<file path="src/rtl/if_fetch_unit.sv">
// Instruction fetch: four byte reads per word through the arbiter, valid/ready hand-off to IF/ID.
// Define ICACHE_EN to add a direct-mapped one-word-per-line instruction cache.
module if_fetch_unit #(
  parameter logic [31:0] RESET_PC     = 32'h0,
  parameter int unsigned ICACHE_LINES = 64
) (
  input  logic        clk,
  input  logic        rst,
  input  logic        rdy,
  output logic        inst_ce,
  output logic [31:0] if_inst_addr,
  input  logic [7:0]  mem_din,
  input  logic        data_busy,
  output logic        inst_valid,
  output logic [31:0] inst_out,
  output logic [31:0] inst_pc,
  input  logic        id_ready,
  input  logic        br_en,
  input  logic [31:0] br_target
);
  localparam int unsigned CNT_W = 3;

  typedef enum logic [1:0] {IDLE = 2'd0, FETCH = 2'd1, HOLD = 2'd2} state_e;

  state_e             state_q, state_d;
  logic [31:0]        pc_q, pc_d;
  logic [31:0]        fetch_pc_q, fetch_pc_d;
  logic [31:0]        addr_q, addr_d;
  logic [31:0]        buf_q, buf_d;
  logic [CNT_W-1:0]   ic_q, ic_d;
  logic [CNT_W-1:0]   rc_q, rc_d;
  logic               pend_q, pend_d;
  logic               valid_q, valid_d;
  logic               cache_hit_c;
  logic [31:0]        cache_rdata_c;

  if (ICACHE_LINES < 2 || (ICACHE_LINES & (ICACHE_LINES - 1)) != 0) begin : g_bad_lines
    $error("ICACHE_LINES must be a power of two >= 2");
  end

  // Request is gated by rdy in the same cycle, so it is decoded rather than registered.
  assign inst_ce      = rdy && (state_q == FETCH) && (ic_q != CNT_W'(4));
  assign if_inst_addr = addr_q;
  assign inst_valid   = valid_q;
  assign inst_out     = buf_q;
  assign inst_pc      = fetch_pc_q;

  // Next-state: everything holds unless rdy; a branch overrides any state.
  always_comb begin
    state_d    = state_q;
    pc_d       = pc_q;
    fetch_pc_d = fetch_pc_q;
    addr_d     = addr_q;
    buf_d      = buf_q;
    ic_d       = ic_q;
    rc_d       = rc_q;
    pend_d     = pend_q;
    valid_d    = valid_q;
    if (rdy) begin
      unique case (state_q)
        IDLE: begin
          fetch_pc_d = pc_q;
          addr_d     = pc_q;
          ic_d       = '0;
          rc_d       = '0;
          buf_d      = '0;
          pend_d     = 1'b0;
          if (cache_hit_c) begin
            buf_d   = cache_rdata_c;
            valid_d = 1'b1;
            state_d = HOLD;
          end else begin
            state_d = FETCH;
          end
        end
        FETCH: begin
          pend_d = 1'b0;
          if (pend_q) begin
            buf_d[{rc_q[1:0], 3'b000} +: 8] = mem_din;
            rc_d = rc_q + CNT_W'(1);
          end
          if (ic_q != CNT_W'(4) && !data_busy) begin
            ic_d   = ic_q + CNT_W'(1);
            addr_d = addr_q + 32'd1;
            pend_d = 1'b1;
          end
          if (rc_d == CNT_W'(4)) begin
            valid_d = 1'b1;
            state_d = HOLD;
          end
        end
        HOLD: begin
          if (id_ready) begin
            pc_d    = pc_q + 32'd4;
            valid_d = 1'b0;
            state_d = IDLE;
          end
        end
        default: state_d = IDLE;
      endcase
      if (br_en) begin
        pc_d    = br_target;
        valid_d = 1'b0;
        pend_d  = 1'b0;
        state_d = IDLE;
      end
    end
  end

  always_ff @(posedge clk) begin
    if (rst) begin
      state_q    <= IDLE;
      pc_q       <= RESET_PC;
      fetch_pc_q <= '0;
      addr_q     <= '0;
      buf_q      <= '0;
      ic_q       <= '0;
      rc_q       <= '0;
      pend_q     <= 1'b0;
      valid_q    <= 1'b0;
    end else begin
      state_q    <= state_d;
      pc_q       <= pc_d;
      fetch_pc_q <= fetch_pc_d;
      addr_q     <= addr_d;
      buf_q      <= buf_d;
      ic_q       <= ic_d;
      rc_q       <= rc_d;
      pend_q     <= pend_d;
      valid_q    <= valid_d;
    end
  end

`ifdef ICACHE_EN
  localparam int unsigned IDX_W = $clog2(ICACHE_LINES);
  localparam int unsigned TAG_W = 30 - IDX_W;

  logic [31:0]             line_data_q [ICACHE_LINES];
  logic [TAG_W-1:0]        line_tag_q  [ICACHE_LINES];
  logic [ICACHE_LINES-1:0] line_vld_q;
  logic [IDX_W-1:0]        rd_idx_c, wr_idx_c;
  logic                    cache_we_c;

  assign rd_idx_c      = pc_q[IDX_W+1:2];
  assign wr_idx_c      = fetch_pc_q[IDX_W+1:2];
  assign cache_hit_c   = line_vld_q[rd_idx_c] && (line_tag_q[rd_idx_c] == pc_q[31:IDX_W+2]);
  assign cache_rdata_c = line_data_q[rd_idx_c];
  // Only a fetch that completes without a branch in the same cycle fills its line.
  assign cache_we_c    = rdy && !br_en && (state_q == FETCH) && (state_d == HOLD);

  always_ff @(posedge clk) begin
    if (rst) begin
      line_vld_q <= '0;
    end else if (cache_we_c) begin
      line_vld_q[wr_idx_c] <= 1'b1;
    end
  end

  always_ff @(posedge clk) begin
    if (!rst && cache_we_c) begin
      line_data_q[wr_idx_c] <= buf_d;
      line_tag_q[wr_idx_c]  <= fetch_pc_q[31:IDX_W+2];
    end
  end
`else
  assign cache_hit_c   = 1'b0;
  assign cache_rdata_c = '0;
`endif

endmodule

</file>
<file path="config.mk">
export PLATFORM = sky130hd
export DESIGN_NAME = if_fetch_unit
export DESIGN_NICKNAME = d
export VERILOG_FILES = /design/src/rtl/if_fetch_unit.sv
export SDC_FILE = /design/constraint.sdc
export NUM_CORES = 1
export LEC_CHECK = 0
export ABC_AREA = 1
export CORE_MARGIN = 4
export CORE_UTILIZATION = 48
export DETAILED_ROUTE_END_ITERATION = 7
export GPL_TIMING_DRIVEN = 0
export PLACE_DENSITY = 0.79
export SETUP_SLACK_MARGIN = 0.2
export SYNTH_ARGS = -nofsm -noshare
export SYNTH_HDL_FRONTEND = slang
export SYNTH_SLANG_ARGS = --single-unit
</file>
<file path="constraint.sdc">
create_clock -name clk -period 1.9 [get_ports clk]
set_clock_uncertainty 0.15 [all_clocks]
set_input_delay 0.57 -clock clk [delete_from_list [all_inputs] [get_ports clk]]
set_output_delay 0.57 -clock clk [all_outputs]
set_load 0.02 [all_outputs]
</file>
==> reports/metrics.csv <==
metric,value,unit
worst-r2r-cell-count,16,
drt_iter0_drc,1877,
cap_viol_max_count,0,
grt_first_pass_wirelength,47100,um
antenna_found_initial,2,
place_congestion,0.968,
synth_xor_area_share,0.579,%
antenna_cells,0,
worst_path_max_delay_cell,dfxtp_4,
vias,10619,
outcome,"complete, but fails checks",
violations,"design-rule violations, negative setup slack",
synth_fa_ha_area_share,1.65,%
setup_viol_count_final,83,
hold-path-cell-count,2,
clk_latency,0.45,ns
synth-async-reset-ratio,0,%
fmax,0.407,GHz
dp_cells,1532,
wl,39100,um
worst_slew_pin_slew,1.07,ns
path_depth,16,
fp.dieArea,0.0178,mm^2
num_rows,45,
reg2reg_from,state_q[1],
m1WireLength,12800,um
powerDensity,744,mW/mm^2
rsz0062_at_grt,true,
fin_cells,1653,
slew_viol_final,0,
hold_class,reg -> reg,
mostFrequentLayoutCell,nand2_1,
worstPathCellList,"inv_4, nand2_4, buf_4, buf_6, buf_4, buf_4, buf_4, buf_6, buf_6, clkinv_8, buf_6, buf_6, buf_4, a21oi_4, nand3_1, a21oi_1",
worst_ir_drop_vdd,0.000699,V
slew_headroom,28.4,%
clock_path_buffers,2,
vias_per_cell,6.42,
drtPass1Iterations,8,
cts-root-buf,clkbuf_16,
hold_end,inst_out[2],
synth_top_cells_by_area,"dfxtp_1, nand2_1, a21oi_1",
hpwl,20300,um
rr_endpoint,inst_out[3],
io_pins,144,
yosys_warnings,0,
leakage,4.45,nW
worst-path-buf-inv,12,
grt_overflow,0,
core_area,0.0153,mm^2
avgSynthCellArea,6.42,um^2
setup-tns-final,-16.65,ns
nets,1486,
clock-sinks,138,
yosys.area.top_type,dfxtp_1,
wl_met2,16700,um
synth_nets,1235,
die_w,134,um
yosys.area.top_type_share,36.5,%
wl_per_cell,23.7,um
finalHoldViolations,0,
synth_edf_count,0,
grt_pass1_vias,8713,
period_needed,2.46,ns
clk_pin_slew_worst_paths,0.07,ns
crit_required,2.10,ns
h-tree-depth,4,
highest_layer,met5,
synth_simple_gate_area_share,33.7,%
numCtsBuffers,17,
crit_family,buffers and inverters,
yosysSeqAreaShare,36.5,%
slowest_delay,0.37,ns
area_growth,58.4,%
final_cell_mix,"nand2_1, nor2_1, a21oi_1",
crit_type,reg -> reg,
worst_slack,-0.559,ns
syn_inst,1179,
crit_fanout,7,
ant_nets,0,
min_from,inst_out[2],
synth_cell_type_count,38,
ys.flop_type,dfxtp_1,
start_util,49.4,%
placed_area,0.00930,mm^2
track_usage,33.4,%
finalCritPeriodShare,129,%
cts_tree,done,
netlist_area,0.00757,mm^2
drc,15,
cp.arrival,2.66,ns
stdcell_area,0.0120,mm^2
cp-end-kind,flop,
synth_top_family_by_area,simple AND/OR/NAND/NOR gates,
synthMuxAreaShare,0,%
drive_above_1_share,36.1,%
grt_max_degree,17,
critPathLaunchType,flop,
ff2ff_setup_slack,-0.56,ns
wl_met3,5670,um
synth-seq-cells,138,
synth_compound_area_share,19.2,%
io_buffers,142,
die_h,134,um
[synth_stat cells, types with 6 or more instances]
cell type and count:
buf_2 11, nor2_2 8, o21ai_0 91, inv_1 87
dfxtp_1 138, o21ai_1 14, buf_4 6, inv_2 8
nand2_1 331, nand3_1 102, ha_1 10, a21oi_1 150
nor2_1 136, a21oi_2 7, clkbuf_1 26
[timing repair]
item	in CTS	in global routing
hold buffers	0	0
setup endpoints to repair	232	164
resized for setup	632	303
pin swaps	52	48
setup buffers	36	36
cloned	8	10
[worst register-to-register path, cell delays in order (launching register included)]
cell	delay [ns]
dfxtp_4	0.37
inv_4	0.04
nand2_4	0.08
buf_4	0.11
buf_6	0.08
buf_4	0.09
buf_4	0.10
buf_4	0.10
buf_6	0.08
buf_6	0.10
clkinv_8	0.08
buf_6	0.13
buf_6	0.12
buf_4	0.14
a21oi_4	0.21
nand3_1	0.15
a21oi_1	0.25
[per-layer routing]
metal	vias to the layer above	global-route usage [%]
li1	4389	-
met1	4735	41.7
met2	1084	53.3
met3	409	7.59
met4	2	18.9
met5	-	0
[cells by family (layout without fill, tap and decap cells)]
logic type / after synthesis / count (layout)
compound gates: 277 / 278
xor+xnor: 5 / 5
fa+ha+maj: 10 / 10
buf+inv: 147 / 407
flops: 138 / 138
simple gates: 602 / 604
[area by class of cell]
class | count | area (um^2)
Buffer | 50 | 503
Clock buffer | 20 | 447
Clock inverter | 11 | 191
Fill cell | 983 | 3330
Inverter | 97 | 412
Multi-Input combinational cell | 897 | 5140
Sequential cell | 138 | 2900
Tap cell | 211 | 264
Timing Repair Buffer | 228 | 2130
Timing Repair inverter | 1 | 6.26
[where the power goes]
| part | switching [mW] | internal (mW) | total, mW |
|---|---|---|---|
| Clock | 1.41 | 2.36 | 3.77 |
| Sequential | 0.182 | 3.04 | 3.22 |
| Combinational | 1.11 | 0.812 | 1.93 |
[worst max-delay path by stage]
stage / endpoint / slack (ns) / start
after floorplan: inst_ce / 0.006 / state_q[1]
after global placement: inst_ce / -0.95 / rdy
after detailed placement: inst_ce / -0.97 / rdy
after CTS: inst_ce / -0.43 / state_q[1]
final: inst_out[3] / -0.56 / state_q[1]
after global routing: inst_out[3] / -0.62 / state_q[1]
[sequential cells by signal, summed over array words and instances, names as in the netlist]
name,count
inst_out,32
inst_pc,32
ic_q,3
pc_q,32
state_q,2
pend_q,1
if_inst_addr,32
inst_valid,1
rc_q,3
[per-stage QoR]
| step | setup WS [ns] | total power, mW | hold WS (ns) | util [%] |
|---|---|---|---|---|
| after floorplan | 0.00625 | 3.91 | 0.306 | - |
| after global placement | -0.950 | 4.47 | 0.301 | 60.7 |
| after detailed placement | -0.969 | 4.48 | 0.306 | 60.7 |
| after CTS | -0.434 | 8.24 | 0.313 | 69.3 |
| after global routing | -0.624 | 9.04 | 0.344 | 78.3 |
| final | -0.559 | 8.91 | 0.329 | 78.3 |
No activity file was read; power rests on OpenSTA's default activity.
